==> src/rtl/cpu_pkg.sv <==
// cpu_pkg: definitions shared by the memory port arbiter and its clients.
//   rd_tag_e   : owner of the read whose data appears on mem_rdata next cycle
//   VEC_RESET  : vec_sel value selecting the reset vector M[0]
//   VEC_INTR   : vec_sel value selecting the interrupt vector M[1]
package cpu_pkg;

    typedef enum logic [1:0] {
        TAG_NONE = 2'd0,
        TAG_VEC  = 2'd1,
        TAG_DM   = 2'd2,
        TAG_IF   = 2'd3
    } rd_tag_e;

    localparam logic VEC_RESET = 1'b0;
    localparam logic VEC_INTR  = 1'b1;

    // A grant produces a read return unless it is a data-stage write.
    function automatic rd_tag_e read_tag(input rd_tag_e owner, input logic dm_we);
        return (owner == TAG_DM && dm_we) ? TAG_NONE : owner;
    endfunction

endpackage

==> src/rtl/starve_counter.sv <==
// starve_counter: saturating count of consecutive cycles in which fetch asked
// for the memory and was refused.
//   clk, reset : rising-edge clock, synchronous active-high reset
//   inc        : fetch requested and was not granted this cycle
//   clr        : fetch granted or not requesting (wins over inc)
//   at_max     : count has reached STARVE_MAX
module starve_counter
#(
    parameter int CW         = 3,
    parameter int STARVE_MAX = 4
)
(
    input  logic clk,
    input  logic reset,
    input  logic inc,
    input  logic clr,
    output logic at_max
);

    logic [CW-1:0] cnt;

    assign at_max = (cnt == CW'(STARVE_MAX));

    always_ff @(posedge clk) begin
        if (reset || clr)
            cnt <= '0;
        else if (inc && !at_max)
            cnt <= cnt + 1'b1;
    end

endmodule

==> src/rtl/mem_port_arbiter.sv <==
// mem_port_arbiter: shares the single-port synchronous memory between the
// vector fetch, the data stage and instruction fetch.
//   clk, reset                 : rising-edge clock, synchronous active-high reset
//   vec_req/vec_sel            : vector read of M[vec_sel]; vec_gnt, vec_rvalid back
//   dm_req/we/lock/addr/wdata  : data-stage access; dm_gnt, dm_rvalid back
//   if_req/if_addr             : instruction fetch; if_gnt, if_rvalid, stall_if back
//   mem_en/we/addr/wdata       : memory command, combinational in the grant cycle
//   mem_rdata                  : memory read data, valid the cycle after the address
// One grant per cycle. Priority is vec > dm > if, except that a starved fetch
// overtakes dm, and a locked dm (multi-byte push/pop) overtakes everything.
// Read data is not re-registered; each client qualifies mem_rdata with its rvalid.
module mem_port_arbiter
    import cpu_pkg::*;
#(
    parameter int AW         = 8,
    parameter int DW         = 8,
    parameter int STARVE_MAX = 4,
    parameter int CW         = 3
)
(
    input  logic          clk,
    input  logic          reset,
    input  logic          vec_req,
    input  logic          vec_sel,
    output logic          vec_gnt,
    output logic          vec_rvalid,
    input  logic          dm_req,
    input  logic          dm_we,
    input  logic          dm_lock,
    input  logic [AW-1:0] dm_addr,
    input  logic [DW-1:0] dm_wdata,
    output logic          dm_gnt,
    output logic          dm_rvalid,
    input  logic          if_req,
    input  logic [AW-1:0] if_addr,
    output logic          if_gnt,
    output logic          if_rvalid,
    output logic          stall_if,
    output logic          mem_en,
    output logic          mem_we,
    output logic [AW-1:0] mem_addr,
    output logic [DW-1:0] mem_wdata,
    input  logic [DW-1:0] mem_rdata
);

    rd_tag_e win;
    rd_tag_e rd_tag;
    logic    lock_q;
    logic    fetch_starved;

    // Winner of this cycle. lock_q only counts while dm still requests.
    always_comb begin
        win = TAG_NONE;
        if (!reset) begin
            if (lock_q && dm_req)
                win = TAG_DM;
            else if (vec_req)
                win = TAG_VEC;
            else if (if_req && fetch_starved)
                win = TAG_IF;
            else if (dm_req)
                win = TAG_DM;
            else if (if_req)
                win = TAG_IF;
        end
    end

    assign vec_gnt  = (win == TAG_VEC);
    assign dm_gnt   = (win == TAG_DM);
    assign if_gnt   = (win == TAG_IF);
    assign stall_if = if_req & ~if_gnt;
    assign mem_en   = vec_gnt | dm_gnt | if_gnt;
    assign mem_we   = dm_gnt & dm_we;

    always_comb begin
        mem_addr  = '0;
        mem_wdata = '0;
        case (win)
            TAG_VEC: mem_addr = {{(AW-1){1'b0}}, vec_sel};
            TAG_DM: begin
                mem_addr  = dm_addr;
                mem_wdata = dm_wdata;
            end
            TAG_IF:  mem_addr = if_addr;
            default: ;
        endcase
    end

    starve_counter #(
        .CW         (CW),
        .STARVE_MAX (STARVE_MAX)
    ) u_starve (
        .clk    (clk),
        .reset  (reset),
        .inc    (if_req & ~if_gnt),
        .clr    (if_gnt | ~if_req),
        .at_max (fetch_starved)
    );

    always_ff @(posedge clk) begin
        if (reset) begin
            rd_tag <= TAG_NONE;
            lock_q <= 1'b0;
        end else begin
            rd_tag <= read_tag(win, dm_we);
            lock_q <= dm_lock & dm_gnt;
        end
    end

    // Gated by reset so a read granted just before reset rises returns
    // nothing: the tag loaded on that edge is already being dropped.
    assign vec_rvalid = ~reset & (rd_tag == TAG_VEC);
    assign dm_rvalid  = ~reset & (rd_tag == TAG_DM);
    assign if_rvalid  = ~reset & (rd_tag == TAG_IF);

endmodule

==> config.mk <==
export PLATFORM = sky130hd
export DESIGN_NAME = mem_port_arbiter
export DESIGN_NICKNAME = d
export VERILOG_FILES = /design/src/rtl/cpu_pkg.sv /design/src/rtl/starve_counter.sv /design/src/rtl/mem_port_arbiter.sv
export SDC_FILE = /design/constraint.sdc
export NUM_CORES = 1
export LEC_CHECK = 0
export CELL_PAD_IN_SITES_DETAIL_PLACEMENT = 1
export CELL_PAD_IN_SITES_GLOBAL_PLACEMENT = 1
export CORE_ASPECT_RATIO = 1.5
export CORE_MARGIN = 2
export CORE_UTILIZATION = 15
export CTS_CLUSTER_DIAMETER = 120
export DETAILED_ROUTE_END_ITERATION = 16
export MAX_ROUTING_LAYER = met4
export PLACE_DENSITY_LB_ADDON = 0.25
export REMOVE_ABC_BUFFERS = 1
export SYNTH_ARGS = -nofsm -noshare
export SYNTH_HDL_FRONTEND = slang
export SYNTH_SLANG_ARGS = --single-unit
==> constraint.sdc <==
create_clock -name clk -period 2.2 [get_ports clk]
set_clock_uncertainty 0.2 [all_clocks]
set_input_delay 0.44 -clock clk [delete_from_list [all_inputs] [get_ports clk]]
set_output_delay 0.44 -clock clk [all_outputs]
set_load 0.01 [all_outputs]
* Word-level counts from Yosys, hierarchy flattened
Index checks and enable logic that the tools add are counted.
** Word-level totals
- Register bits :: 6
- Input bits :: 40
- Output and inout bits :: 25
- Logic and storage cells :: 38
** Operators by class
- $add $sub $neg :: 1
- Equal/unequal tests :: 7
- Muxes and demuxes :: 8
- Bitwise operators :: 12
- Reductions and logical operators :: 7
** Operators with widths (count)
- 8-bit case mux with 3 select lines :: 1
- 2-bit 2-to-1 mux :: 6
- 2-bit == test, second input constant :: 4
- 8-bit 2-to-1 mux :: 1
- 1-bit bitwise AND :: 6
- 2-bit by 1-bit == test with 1-bit output, second input constant :: 2
- 1-bit logical AND :: 4
- 3-bit by 1-bit adder with 3-bit output, second input constant :: 1
- 3-bit == test, second input constant :: 1
- 1-bit NOT :: 3
- 1-bit bitwise OR :: 3
- 2-bit OR reduction :: 1
- 1-bit zero test :: 1
- 1-bit logical OR :: 1

* Logic depth before layout (Yosys ltp)
- Depth in word-level cells :: 10
- Gate-level depth with buffers :: 6
- Depth with buffers taken out :: 5

* By module
Synthesis repeated with hierarchy kept, for this count alone.
** Second synthesis, totals
- Cells, all modules :: 65
- Area total of the unflattened synthesis :: 584.3 um2
** Modules (own cells, without submodules)
- mem_port_arbiter :: instances 1, cells each 47, area an instance 396.6 um2, sequential area each 60.1 um2
- starve_counter :: instances 1, cells each 18, area an instance 187.7 um2, sequential area each 60.1 um2

* Worst setup path after synthesis
No wires, ideal clock.
- Kind :: flip-flop to output port
- From :: register u_starve.cnt[0]
- To :: output port mem_wdata[0]
- Data arrival time :: 1.595 ns
- Data required time :: 1.560 ns
- Slack :: -0.035 ns
- Stages on the path, launching flop included :: 7
- Path buffers :: 1
- Cells stage by stage :: dfxtp_1 -> inv_1 -> ha_1 -> and4b_4 -> nor4b_4 -> buf_6 -> and2_1
** On the way
- Cells in the longest elaborated chain, start to end :: 8
** RTL lines
- start, declared :: RTL line starve_counter.sv:20 : logic [CW-1:0] cnt;
- start signal, assigned :: RTL line starve_counter.sv:28 : cnt <= cnt + 1'b1;
- 3-bit == test :: RTL line starve_counter.sv:22 : assign at_max = (cnt == CW'(STARVE_MAX));
- 1-bit logical AND :: RTL line mem_port_arbiter.sv:59 : else if (if_req && fetch_starved)
- 2-bit 2-to-1 mux :: RTL line mem_port_arbiter.sv:59
- 2-bit 2-to-1 mux :: RTL line mem_port_arbiter.sv:57 : else if (vec_req)
- 2-bit 2-to-1 mux :: RTL line mem_port_arbiter.sv:55 : if (lock_q && dm_req)
- 2-bit 2-to-1 mux :: RTL line mem_port_arbiter.sv:54 : if (!reset) begin
- 2-bit == test
- via dm_gnt :: RTL line mem_port_arbiter.sv:32 : output logic dm_gnt,
- 8-bit 2-to-1 mux :: RTL line mem_port_arbiter.sv:78 : case (win)
- end, declared :: RTL line mem_port_arbiter.sv:42 : output logic [DW-1:0] mem_wdata,
The timed path passes the listed nets, and every way through them passes these cells.

* Worst setup path after layout
- From :: register u_starve.cnt[1]
- To :: output port mem_addr[1]
** On the way
- Cells in the longest elaborated chain, start to end :: 8
** RTL lines
- 3-bit == test (*) :: RTL line starve_counter.sv:22
- 1-bit logical AND (*) :: RTL line mem_port_arbiter.sv:59
- 2-bit 2-to-1 mux (*) :: RTL line mem_port_arbiter.sv:59
- 2-bit 2-to-1 mux (*) :: RTL line mem_port_arbiter.sv:57
- 2-bit 2-to-1 mux (*) :: RTL line mem_port_arbiter.sv:55
- 2-bit 2-to-1 mux (*) :: RTL line mem_port_arbiter.sv:54
- 2-bit == test or 2-bit by 1-bit == test with 1-bit output (tied branches) :: RTL line mem_port_arbiter.sv:78
- 8-bit case mux with 3 select lines (*) :: RTL line mem_port_arbiter.sv:78
- end, declared :: RTL line mem_port_arbiter.sv:41 : output logic [AW-1:0] mem_addr,
Mark *: on every way between the ends. The rest lies on a longest branch, timed or not.

==> qor.yml <==
timing:
  worst_pin_slew_ns: 0.254
  fin_crit_ns: 2.39
  setup_viol: 18
  maxSlewViolCount: 0
  fin_crit_sh_pct: 109
  max_freq_mhz: 419
  worst_slack_ns: -0.188
  hold_viol_final: 0
  rsz0062_at_grt: "yes"
  slew_headroom_pct: 82.9
worst_setup_path:
  crit_path_start_kind: "flip-flop"
  arrival_ns: 1.75
  path_class: "flip-flop to output port"
  cp-end-kind: "output port"
  critPathRequiredTime_ns: 1.56
  worstPathMaxFanout: 5
synth:
  synth_cell_types: 28
  yosysTopAreaCell: "dfxtp_1"
  syn_inst: 64
  synthTopCellsByArea: "dfxtp_1, and2_1, a22o_1, ha_1, nor4b_4"
  ys_ff_latch: 6
  yosys_warnings: 0
  yosysSeqAreaShare_pct: 21.8
  syn-cell-area_um2: 551
  avgSynthCellArea_um2: 8.60
  netlist.area_leader.share_pct: 21.8
power:
  power_mw: 0.484
  power_density_mw_per_mm2: 331
  peakVddDrop_mv: 0.155
  p_leak_nw: 0.679
placed_design:
  portBuffers: 56
  pre_cts_slack_ns: -0.750
  gp_congestion: 0.814
  placed_cell_area_mm2: 0.00129
  place_hpwl_um: 2160
clock_network:
  cts_made_buffers: 3
  clock_sinks: 6
  clk_latency_ns: 0.23
  clockBufferDepth: 2
  root_buffer: "clkbuf_8"
  cts_tree: "done"
  hold_buffers: 0
  h-tree-depth: 1
  path_clk_slew_ns: 0.04
grt:
  antenna_found_initial: 0
  grt-ovfl-total: 0
  grt_first_pass_wirelength_um: 4550
  grt_pass1_vias: 1033
  grt_max_degree: 9
  grtUsageTotal_pct: 15.0
layout:
  drive_gt1_share_pct: 48.3
  nNetsFinal: 189
  syn2layout_area_growth_pct: 165
  fin_area_mm2: 0.00146
  diodes: 0
die:
  dieArea_mm2: 0.00418
  die_w_um: 53.5
  num_io_pins: 65
  core_mm2: 0.00358
  initial_core_util_pct: 15.4
  row_count: 27
  die_h_um: 78.2
route:
  first_pass_iters: 4
  drtAntennaViolNets: 0
  routed_wl_um: 2800
  drtIter0Drc: 10
  wl_per_cell_um: 14.9
  routed_via_density: 4.51
  vias: 847
  drc: 0
min_path:
  hp-class: "flip-flop to flip-flop"
flow_run:
  cap_violations: 0
status:
  violations: "setup timing"
  status: "finished, violations left"
==> power breakdown <==
part           internal (mW)  switching (mW)
Combinational          0.127          0.0700
Clock                  0.118          0.0518
Sequential             0.114         0.00304
Total                  0.359           0.125
==> cells by family (layout without fill, tap and decap cells) <==
family | after synthesis | count (layout) | synth area share [%]
buffers and inverters | 7 | 88 | 6.36
AOI/OAI and AO/OA | 19 | 19 | 26.6
muxes | 2 | 2 | 3.86
adders and majority gates | 2 | 2 | 4.54
DFF | 6 | 6 | 21.8
and+or+nand+nor | 27 | 27 | 35.2
xor gates and xnor gates | 1 | 1 | 1.59
==> area by class of cell <==
type | instances | area [um2]
Fill cell | 448 | 2120
Timing Repair Buffer | 81 | 766
Multi-Input combinational cell | 51 | 462
Sequential cell | 6 | 123
Tap cell | 43 | 53.8
Clock buffer | 3 | 41.3
Inverter | 4 | 15.0
==> worst max-delay path, stage by stage, from the launching register on <==
cell and delay (ns):
dfxtp_2 0.33, inv_2 0.04, ha_4 0.15, and4b_4 0.21, nor4b_4 0.22, buf_4 0.16
clkbuf_16 0.13, a22o_1 0.16, buf_6 0.11
==> cell usage after synthesis <==
cell type	instances
and2_1	11
a22o_1	7
dfxtp_1	6
a21oi_1	4
inv_1	4
nor3_1	3
nor3b_1	3
a32o_1	2
ha_1	2
nand3b_1	2
o21ai_0	2
o21bai_1	2
a211oi_2	1
a21boi_0	1
and3_1	1
and3b_1	1
and4b_4	1
buf_2	1
buf_6	1
clkbuf_1	1
mux2_1	1
mux2i_1	1
nand2_1	1
nand2b_1	1
nor2_1	1
nor2b_1	1
nor4b_4	1
xnor2_1	1
==> placed cells by master, fill, tap and decap left out, types with 3 or more instances in the layout <==
cell / instances
and2_4: 8
clkbuf_8: 3
nor3_1: 3
dlygate4sd2_1: 7
buf_6: 13
buf_4: 22
a22o_1: 7
and2_1: 3
buf_2: 6
dfxtp_1: 4
clkdlybuf4s50_1: 27
==> worst paths after layout <==
path                         from               to  slack [ns]  depth (start not counted)
setup / recovery  u_starve.cnt[1]      mem_addr[1]       -0.19                          8
hold / removal    u_starve.cnt[0]  u_starve.cnt[0]        0.45                          3
setup reg to reg  u_starve.cnt[1]           lock_q        0.49                          8
hold reg to reg   u_starve.cnt[0]  u_starve.cnt[0]        0.45                          3
==> repair_timing <==
action	in CTS	in global routing
pin swaps	12	13
buffers inserted	3	2
gates cloned	3	0
endpoints found under the setup margin	25	21
resized for setup	110	17
==> routing by layer <==
metal | global-route usage (%) | routed length [um]
met1 | 15.7 | 1040
met2 | 26.8 | 1460
met4 | 5.38 | 43
met5 | - | 0
met3 | 2.85 | 256
==> sequential cells by signal (all words and copies together) (netlist names) <==
| signal | flops |
|---|---|
| lock_q | 1 |
| u_starve.cnt | 3 |
| rd_tag | 2 |
==> stage by stage <==
step | instances | utilization (%) | hold WS [ns] | setup TNS, ns
after floorplan | 61 | - | 0.313 | -2.05
after global placement | 178 | 36.1 | 0.417 | -15.36
after detailed placement | 178 | 36.1 | 0.456 | -15.41
after CTS | 187 | 39.4 | 0.464 | -4.62
after global routing | 188 | 40.8 | 0.480 | -4.04
final | 188 | 40.8 | 0.449 | -2.62
(Power assumes the default switching activity.)
